--- src/rtl/mixer_level_ctrl.sv ---
// Frame-synchronous level/shift controller for the bit-serial mix path.
// Accepts gain targets over valid/ready and ramps the mixer level by a fixed
// step once per I2S frame, so a word is never re-scaled mid-stream. A
// level-sensitive soft mute ramps the level to zero and back on release.
module mixer_level_ctrl #(
  parameter int W_LEVEL   = 7,
  parameter int MAX_LEVEL = 100,
  parameter int MAX_SHIFT = 8,
  parameter int STEP      = 1
) (
  input  logic               clk_i,
  input  logic               rst_i,
  input  logic               lrclk_i,
  input  logic               mute_i,
  input  logic               req_valid_i,
  input  logic [W_LEVEL-1:0] req_level_i,
  input  logic [3:0]         req_shift_i,
  output logic               req_ready_o,
  output logic [W_LEVEL-1:0] level_o,
  output logic [3:0]         shift_o,
  output logic               busy_o,
  output logic               done_o,
  output logic               frame_tick_o
);

  localparam logic [W_LEVEL-1:0] MAX_LVL_C = W_LEVEL'(MAX_LEVEL);
  localparam logic [W_LEVEL-1:0] STEP_C    = W_LEVEL'(STEP);
  localparam logic [3:0]         MAX_SH_C  = 4'(MAX_SHIFT);

  typedef enum logic {IDLE, RAMP} state_t;

  state_t             state_q, state_d;
  logic               lrclk_q;
  logic               tick_q;
  logic [W_LEVEL-1:0] level_q, level_d;
  logic [W_LEVEL-1:0] tgt_level_q, tgt_level_d;
  logic [3:0]         shift_q, shift_d;
  logic [3:0]         tgt_shift_q, tgt_shift_d;
  logic               done_q, done_d;

  logic               xfer;
  logic               up;
  logic [W_LEVEL-1:0] eff_tgt;
  logic [W_LEVEL-1:0] diff;
  logic [W_LEVEL-1:0] stepv;
  logic [W_LEVEL-1:0] ramp_lvl;

  // Ready only in IDLE and never while reset is held, so nothing is taken
  // in the reset cycle itself.
  assign req_ready_o  = (state_q == IDLE) && !rst_i;
  assign xfer         = req_valid_i && req_ready_o;

  assign level_o      = level_q;
  assign shift_o      = shift_q;
  assign busy_o       = (state_q == RAMP);
  assign done_o       = done_q;
  assign frame_tick_o = tick_q;

  // Frame boundary: registered pulse the cycle after lrclk is seen falling.
  // lrclk_q clears on reset so a low lrclk at release gives no tick.
  always_ff @(posedge clk_i) begin
    if (rst_i) begin
      lrclk_q <= 1'b0;
      tick_q  <= 1'b0;
    end else begin
      lrclk_q <= lrclk_i;
      tick_q  <= lrclk_q & ~lrclk_i;
    end
  end

  // One ramp step toward the effective target, clipped to the remaining
  // distance so the level lands exactly on target and never overshoots.
  always_comb begin
    eff_tgt  = mute_i ? '0 : tgt_level_q;
    up       = (eff_tgt >= level_q);
    diff     = up ? (eff_tgt - level_q) : (level_q - eff_tgt);
    stepv    = (diff < STEP_C) ? diff : STEP_C;
    ramp_lvl = up ? (level_q + stepv) : (level_q - stepv);
  end

  // Next-state logic: accept targets in IDLE, step level/shift on frame ticks
  // in RAMP, and return to IDLE with a done pulse once the target is reached.
  always_comb begin
    state_d     = state_q;
    level_d     = level_q;
    shift_d     = shift_q;
    tgt_level_d = tgt_level_q;
    tgt_shift_d = tgt_shift_q;
    done_d      = 1'b0;
    case (state_q)
      IDLE: begin
        if (xfer) begin
          tgt_level_d = (req_level_i > MAX_LVL_C) ? MAX_LVL_C : req_level_i;
          tgt_shift_d = (req_shift_i > MAX_SH_C) ? MAX_SH_C : req_shift_i;
          state_d     = RAMP;
        end else if (level_q != eff_tgt) begin
          // mute edge (or its release) moves the target with no request
          state_d = RAMP;
        end
      end
      RAMP: begin
        // eff_tgt is re-read every tick, so a mute change reverses the ramp
        // in place without leaving RAMP
        if (tick_q) begin
          level_d = ramp_lvl;
          shift_d = tgt_shift_q;
          if (ramp_lvl == eff_tgt) begin
            state_d = IDLE;
            done_d  = 1'b1;
          end
        end
      end
      default: state_d = IDLE;
    endcase
  end

  // State register; reset abandons any ramp in progress.
  always_ff @(posedge clk_i) begin
    if (rst_i) begin
      state_q     <= IDLE;
      level_q     <= '0;
      shift_q     <= '0;
      tgt_level_q <= '0;
      tgt_shift_q <= '0;
      done_q      <= 1'b0;
    end else begin
      state_q     <= state_d;
      level_q     <= level_d;
      shift_q     <= shift_d;
      tgt_level_q <= tgt_level_d;
      tgt_shift_q <= tgt_shift_d;
      done_q      <= done_d;
    end
  end

endmodule

--- config.mk ---
export PLATFORM = sky130hd
export DESIGN_NAME = mixer_level_ctrl
export DESIGN_NICKNAME = d
export VERILOG_FILES = /design/src/rtl/mixer_level_ctrl.sv
export SDC_FILE = /design/constraint.sdc
export NUM_CORES = 1
export LEC_CHECK = 0
export BUFFER_PORTS_ARGS = -buffer_cell sky130_fd_sc_hd__buf_2
export CAP_MARGIN = 20
export CORE_UTILIZATION = 55
export DETAILED_ROUTE_END_ITERATION = 16
export GPL_TIMING_DRIVEN = 0
export PLACE_DENSITY = 0.89
export SYNTH_ARGS = -nofsm -noshare
export SYNTH_HDL_FRONTEND = slang
export SYNTH_SLANG_ARGS = --single-unit
--- constraint.sdc ---
create_clock -name clk_i -period 5.6 [get_ports clk_i]
set_input_delay 0.84 -clock clk_i [delete_from_list [all_inputs] [get_ports clk_i]]
set_output_delay 0.84 -clock clk_i [all_outputs]
set_load 0.02 [all_outputs]
==> results.toml, run 1 <==
[timing]
hold_viol = 0
slew_viol_final = 0
skew_ns = 0.0138
finalSetupViolCount = 0
min_period_over_period = 0.929
hold_slack_ns = 0.456
period_needed_ns = 5.20
rsz0062_at_grt = "no"
post-route-worst-setup-slack_ns = 0.395
fmax_mhz = 192
setup_tns_ns = 0

[placed_design]
dp_cells = 331
dp_slack_ns = -0.0938
place_area_um2 = 2220
dp_hpwl_um = 3830
io_buffers = 30
routabilityCongestion = 0.909

[yosys]
synth-edff-count = 0
ys_types = 51
async_flop_share = 0
ys.warnings.count = 0
synth_area_um2 = 2010
synth_ff_type = "dfxtp_1"
postSynthAreaPerCell_um2 = 7.89
synthCells = 255
synth_seq_cells = 26
ys_seq_area_frac = 0.259
synthesis.nets = 291

[floorplan]
core-area_um2 = 3420
rows = 21
ios = 31
dieWidth_um = 62.5
dieArea_um2 = 3900
die_y_um = 62.5
initial_utilization = 0.589

[worst_setup_path]
r2r-start = "tgt_level_q[5]$_SDFFE_PP0P_"
crit_fanout = 10
critPathLaunchType = "input port"
crit_path_cell_trace = "buf_2, clkbuf_2, nand2b_1, ha_1, buf_6, and3b_1, o311ai_2, nor2_1, a211o_1, a2bb2o_1, a311o_1, and3_1, ha_1, and2_1, fa_1, a211oi_1, o21bai_1, a21oi_1, xnor2_1, xnor3_1, nand3_1, and3_1"
worstPathRequired_ns = 5.89
crit_type = "in2reg"
slowest_stage = "fa_1"
critPathLaunch = "mute_i"
crit_arrival_ns = 5.49
cp-end-kind = "flip-flop"
max_stage_delay_ns = 0.46

[layout]
final_common_cell = "nand2_1"
final_util = 0.667
drive_gt1_frac = 0.166
most-common-layout-cells = "nand2_1 (38), buf_2 (30), a21oi_1 (28)"
fin_area_um2 = 2280
layout-area-overhead-vs-synth_pct = 13.3
finalNetCount = 326
final_cells = 335
antenna_cells = 0

[global_route]
use_met3 = 0.0237
grt_pass1_vias = 1880
grt.met1_usage = 0.333
grt_max_degree = 16
grt_pass1_wl_um = 8380
grt_usage = 0.268
use_met2 = 0.469
antenna_found_initial = 0
grt_overflow = 0
busiest_layer = "met2"

[clocking]
cts_resized = 0
cts_hold_buf = 0
clk_pin_slew_worst_paths_ns = 0.14
root_buffer = "clkbuf_4"
htreeDepth = 1
post-cts-setup-buffers = 0
cts_tree = "built"
clock_path_buffers = 2
insertion_delay_ns = 0.34
cts_made_buffers = 3
clock-sinks = 26

[routing]
wire_per_inst_um = 14.6
route.detailed.drc = 0
drtPass1Iterations = 5
vias = 1979
ant_nets = 0
drt_wl_total_um = 4880
viasPerCell = 5.91
drt_iter0_markers = 92

[power_and_ir_drop]
leakagePower_nw = 0.959
pwr_density_cell_nw_per_um2 = 222
finalPower_mw = 0.506
vdd_drop_max_uv = 186

[run]
drv_cap = 0

[run_status]
status = "finished clean"

[hold_path]
min_path_type = "reg2reg"
min-delay-start = "tgt_shift_q[3]$_SDFFE_PP0P_"
## per-layer routing
metal  part of all wire  vias up
met3              0.058       14
met5                  0        -
met4              0.030        0
met2               0.48       96
met1               0.43      908
li1                   -      961
## flip-flops by register name, indices dropped and copies added, names as in the netlist
| signal | flops |
|---|---|
| done_o | 1 |
| tgt_level_q | 7 |
| shift_o | 4 |
| lrclk_q | 1 |
| busy_o | 1 |
| tgt_shift_q | 4 |
| frame_tick_o | 1 |
| level_o | 7 |
## logic make-up (layout without fill, tap and decap cells)
kind of cell    count (synthesis)  count (layout)  share of synthesized area
compound gates                 64              64                      0.202
xor+xnor                       16              16                     0.0765
fa+ha+maj                      20              20                      0.132
buf+inv                        21              55                     0.0504
flops                          26              26                      0.259
mux                             1               1                    0.00498
other cells                     1               1                    0.00187
simple gates                  106             106                      0.273
## worst max-delay path: cells and delay by family
family,cells,cell delay [ns]
compound gates,7,1.60
simple gates,7,1.13
fa+ha+maj,3,0.98
xor+xnor,2,0.48
buf+inv,3,0.46
## cell usage after synthesis, drive strengths merged (2+ instances only)
cell type,instances,area (um2)
nor2b,4,25.0
xor2,3,26.3
and3,3,18.8
nand3b,5,37.5
fa,2,40.0
a21oi,29,149
dfxtp,26,521
o21ai,9,45.0
a22o,3,26.3
xnor2,12,105
and2,4,25.0
nand2b,8,50.1
buf,4,37.5
o22ai,3,18.8
a31oi,2,12.5
nand3,7,35.0
nor3,6,41.3
ha,18,225
o21a,3,22.5
nor2,17,63.8
a21o,2,15.0
inv,12,45.0
nor3b,5,37.5
nand2,40,155
clkbuf,5,18.8
a211oi,3,22.5
## report_power, final
group / internal (mW) / total (mW) / switching (mW)
registers: 0.192 / 0.198 / 0.00645
clock network: 0.0726 / 0.130 / 0.0572
logic: 0.0808 / 0.178 / 0.0977
## cell type report
cell class                      instances  area, um2
Fill cell                             292       1140
Multi-Input combinational cell        208       1390
Sequential cell                        26        520
Clock inverter                          1       30.0
Clock buffer                            3       22.5
Timing Repair Buffer                   30        150
Tap cell                               46       57.6
Inverter                               12       45.0
Buffer                                  9       57.6
## worst paths after layout
path | endpoint | slack [ns] | depth (start not counted)
min | shift_o[3]$_SDFFE_PP0P_ | 0.46 | 2
max | busy_o$_SDFF_PP0_ | 0.40 | 22
max reg2reg | busy_o$_SDFF_PP0_ | 0.76 | 20
min reg2reg | shift_o[3]$_SDFFE_PP0P_ | 0.46 | 2
(Power assumes the default switching activity.)
==> run 2, diff against run 1 <==
CTS_BUF_LIST = sky130_fd_sc_hd__clkbuf_16   (was not set)
PLACE_DENSITY = not set   (was 0.89)
PLACE_DENSITY_LB_ADDON = 0.3   (was not set)
==> run 2 against run 1 <==
Setup slack lost 0.074 ns. Sequential power hardly changed. Critical path depth is the same. Largest power group is now the clock network. Fmax fell by 1.4%. Cell count is the same. Cell area rose by 2.3%. Die area did not move.
==> results.toml, run 2 (same netlist as run 1, synthesis figures left out) <==
[run_status]
status = "finished clean"

[global_route]
grt_pass1_vias = 1763
grt_max_degree = 16
grt_usage = 0.259
grt_overflow = 0
antenna_found_initial = 0
grt_pass1_wl_um = 7980

[timing]
period_needed_ns = 5.28
setup_tns_ns = 0
finalSetupViolCount = 0
rsz0062_at_grt = "no"
min_period_over_period = 0.943
skew_ns = 0.00216
slew_viol_final = 0
fmax_mhz = 189
hold_slack_ns = 0.451
hold_viol = 0

[layout]
drive_gt1_frac = 0.166
multi_input_area_um2 = 1390
fillCellCount = 296
fin_area_um2 = 2330
most-common-layout-cells = "nand2_1 (38), buf_2 (30), a21oi_1 (28)"
finalNetCount = 326
final_common_cell = "nand2_1"
layout-area-overhead-vs-synth_pct = 15.9
antenna_cells = 0
regArea_um2 = 520

[worst_setup_path]
cp-end-kind = "flip-flop"
r2r-start = "tgt_level_q[5]$_SDFFE_PP0P_"
crit_type = "in2reg"
crit_fanout = 10
critPathLaunch = "mute_i"
worstPathRequired_ns = 5.80
critPathLaunchType = "input port"
crit_arrival_ns = 5.48

[floorplan]
dieArea_um2 = 3900
ios = 31
die_y_um = 62.5
initial_utilization = 0.589
core-area_um2 = 3420
rows = 21
dieWidth_um = 62.5

[power_and_ir_drop]
vdd_drop_max_uv = 217
pwr_density_cell_nw_per_um2 = 247
leakagePower_nw = 0.982

[clocking]
insertion_delay_ns = 0.26
root_buffer = "clkbuf_16"
cts_resized = 0
post-cts-setup-buffers = 0
clk_pin_slew_worst_paths_ns = 0.06
clock-sinks = 26
cts_hold_buf = 0
cts_made_buffers = 3
htreeDepth = 1
cts_tree = "built"
clock_path_buffers = 2

[hold_path]
min-delay-start = "shift_o[1]$_SDFFE_PP0P_"
min_path_type = "reg2reg"

[placed_design]
place_area_um2 = 2220
io_buffers = 30
dp_hpwl_um = 3610
routabilityCongestion = 0.966

[routing]
wire_per_inst_um = 13.8
route.detailed.drc = 0
drt_wl_total_um = 4630
drtPass1Iterations = 4
drt_iter0_markers = 62
vias = 1902
ant_nets = 0
viasPerCell = 5.68

[run]
drv_cap = 0
run 2: cell counts in the layout (fill, tap and decap cells not counted):
Identical to the previous run, type by type.
run 2: power breakdown:
part | internal [mW] | switching, mW
combinational | 0.0805 | 0.0937
sequential | 0.192 | 0.00632
clock | 0.142 | 0.0619
run 2: critical path, cell delays in order:
cell	delay (ns)
buf_2	0.13
clkbuf_2	0.18
nor2b_1	0.30
ha_1	0.36
nand2_2	0.13
nor3_2	0.08
or3_1	0.36
buf_6	0.15
a211o_1	0.25
a2bb2o_1	0.26
a311o_1	0.16
and3_1	0.17
ha_1	0.22
and2_1	0.16
fa_1	0.46
a211oi_1	0.23
o21bai_1	0.10
a21oi_1	0.18
xnor2_1	0.21
xnor3_1	0.26
nand3_1	0.12
and3_1	0.15
run 2: final timing paths:
path	end	cells past startpoint	slack (ns)
setup / recovery	busy_o$_SDFF_PP0_	22	0.32
hold / removal	shift_o[1]$_SDFFE_PP0P_	2	0.45
setup reg to reg	busy_o$_SDFF_PP0_	20	0.72
hold reg to reg	shift_o[1]$_SDFFE_PP0P_	2	0.45
run 2: cell type report:
type | count | area share
Buffer | 9 | 0.0247
Clock inverter | 1 | 0.0129
Sequential cell | 26 | 0.223
Timing Repair Buffer | 30 | 0.0644
Clock buffer | 3 | 0.0322
Multi-Input combinational cell | 208 | 0.598
Inverter | 12 | 0.0193
Tap cell | 46 | 0.0247
run 2: per-layer routing:
layer | GRT usage | up-vias | routed length (um)
li1 | - | 968 | -
met1 | 0.351 | 867 | 2240
met3 | 0.0274 | 11 | 191
met2 | 0.412 | 56 | 2060
met4 | 0.119 | 0 | 136
met5 | 0 | - | 0
run 2: metrics by stage:
stage | utilization | setup slack, ns | std cells | total power [mW]
2_1_floorplan | - | 0.650 | 255 | 0.337
3_3_place_gp | 0.649 | -0.0721 | 331 | 0.369
3_5_place_dp | 0.649 | -0.104 | 331 | 0.373
4_1_cts | 0.680 | 0.115 | 335 | 0.575
5_1_grt | 0.682 | 0.0161 | 335 | 0.605
6_report | 0.682 | 0.321 | 335 | 0.576
==> run 3, diff against run 2 <==
RECOVER_POWER = 100   (was not set)
==> run 3 against run 2 <==
Via count is 0.32% higher. Combinational power about the same. Count of clock-buffer cells in the layout did not move. Non-clock buffer count stayed put. Fmax fell by 0.26%. Critical path depth grew 1. Sequential share of layout area up 0.19 points. Core utilization down 0.59 points. Cell area down 0.86%. Power barely moved. First-iteration DRC count up 4.8%. Clock power about the same. Highest routed layer unchanged.
==> results.toml, run 3 (same netlist as run 1, synthesis figures left out) <==
[run_status]
status = "finished clean"

[worst_setup_path]
r2r_end = "busy_o$_SDFF_PP0_"
r2r-start = "tgt_level_q[5]$_SDFFE_PP0P_"
path_buf_inv = 4
worstPathRequired_ns = 5.80
crit_arrival_ns = 5.50
crit_type = "in2reg"
max_stage_delay_ns = 0.33
critPathLaunchType = "input port"
crit_fanout = 10
path_delay_family = "simple AND/OR/NAND/NOR gates"
crit_path_cell_trace = "buf_2, clkbuf_2, nand2b_1, ha_1, buf_6, nand2_2, nor3_2, or3_1, buf_6, a211o_1, a2bb2o_1, a311o_1, and3_1, ha_1, nor3_4, ha_1, a211oi_1, o21bai_1, a21oi_1, xnor2_1, xnor3_1, nand3_1, and3_1"
cp.depth = 23
r2r_slack_ns = 0.71
crit_path_frequent_cell = "ha_1"
cp-end-kind = "flip-flop"
critPathLaunch = "mute_i"
r2r_cells = 20
slowest_stage = "ha_1"

[layout]
drive_gt1_frac = 0.111
fillCellCount = 299
finalNetCount = 326
most-common-layout-cells = "nand2_1 (38), a21oi_1 (28), dfxtp_1 (26)"
regArea_um2 = 520
antenna_cells = 0
fin_area_um2 = 2310
final_common_cell = "nand2_1"
layout-area-overhead-vs-synth_pct = 14.9
multi_input_area_um2 = 1390

[clocking]
clock-sinks = 26
htreeDepth = 1
clock_path_buffers = 2
cts_made_buffers = 3
cts_hold_buf = 0
clk_pin_slew_worst_paths_ns = 0.06
root_buffer = "clkbuf_16"
cts_tree = "built"
insertion_delay_ns = 0.26

[timing]
hold_viol = 0
min_period_over_period = 0.945
skew_ns = 0.00229
period_needed_ns = 5.29
fmax_mhz = 189
slew_viol_final = 0
finalSetupViolCount = 0
hold_slack_ns = 0.453
rsz0062_at_grt = "no"

[hold_path]
min_path_cells = 2
hold_end = "shift_o[1]$_SDFFE_PP0P_"
min_path_type = "reg2reg"
min-delay-start = "shift_o[1]$_SDFFE_PP0P_"

[power_and_ir_drop]
vdd_drop_max_uv = 216
finalPower_mw = 0.576
leakagePower_nw = 0.914
pwr_density_cell_nw_per_um2 = 249

[global_route]
grt_pass1_vias = 1763
antenna_found_initial = 0
grt_max_degree = 16
grt_usage = 0.259
grt_pass1_wl_um = 7980
grt_overflow = 0

[routing]
drtPass1Iterations = 4
wire_per_inst_um = 13.8
viasPerCell = 5.70
drt_iter0_markers = 65
drt_wl_total_um = 4640
vias = 1908
route.detailed.drc = 0
ant_nets = 0

[floorplan]
dieArea_um2 = 3900
rows = 21
dieWidth_um = 62.5
die_y_um = 62.5
core-area_um2 = 3420
ios = 31
initial_utilization = 0.589

[placed_design]
routabilityCongestion = 0.966
io_buffers = 30
place_area_um2 = 2220
dp_hpwl_um = 3610

[run]
drv_cap = 0
==> run 3: changes by cell type in the layout (fill, tap and decap cells not counted), sizes merged <==
cell,before,now
buf,34,17
clkbuf,8,25
==> run 3: where the power goes <==
part	switching, mW	internal [mW]	total (mW)
logic	0.0940	0.0797	0.174
registers	0.00632	0.192	0.198
clock network	0.0619	0.142	0.204
total	0.162	0.413	0.576
==> run 3: area by class of cell <==
type | count | area share
multi-input cells | 208 | 0.603
clock buffers | 3 | 0.0325
plain buffers | 9 | 0.0249
clock inverters | 1 | 0.0130
flip-flops and latches | 26 | 0.225
well taps | 46 | 0.0249
repair buffers | 30 | 0.0563
inverters | 12 | 0.0195
==> run 3: worst max path at each step <==
stage                        end  slack (ns)
2_1_floorplan  busy_o$_SDFF_PP0_        0.65
3_3_place_gp   busy_o$_SDFF_PP0_       -0.07
3_5_place_dp   busy_o$_SDFF_PP0_       -0.10
4_1_cts        busy_o$_SDFF_PP0_        0.11
5_1_grt        busy_o$_SDFF_PP0_        0.02
6_report       busy_o$_SDFF_PP0_        0.31
==> run 3: stage by stage <==
step	utilization	cells	setup slack, ns	setup TNS, ns
after global placement	0.649	331	-0.0721	-0.126
final	0.676	335	0.308	0
after detailed placement	0.649	331	-0.104	-0.185
after floorplan	-	255	0.650	0
after global routing	0.676	335	0.0161	0
after CTS	0.680	335	0.115	0
==> run 3: worst min-delay path: cells and delay by family, from the launching register on <==
kind,cells,cell delay (ns)
flip-flops,1,0.31
AO/OA/AOI/OAI,1,0.05
AND/OR/NAND/NOR,1,0.05
==> run 3: routing by layer <==
layer	up-vias	wire, um	track usage
met5	-	0	0
met4	0	136	0.119
met3	11	216	0.0274
met2	60	2070	0.412
met1	869	2220	0.351
li1	968	-	-
==> run 3: timing repair <==
item | CTS | global route
setup endpoints to repair | 0 | 3
setup buffers | 0 | 0
gates resized for setup | 0 | 3
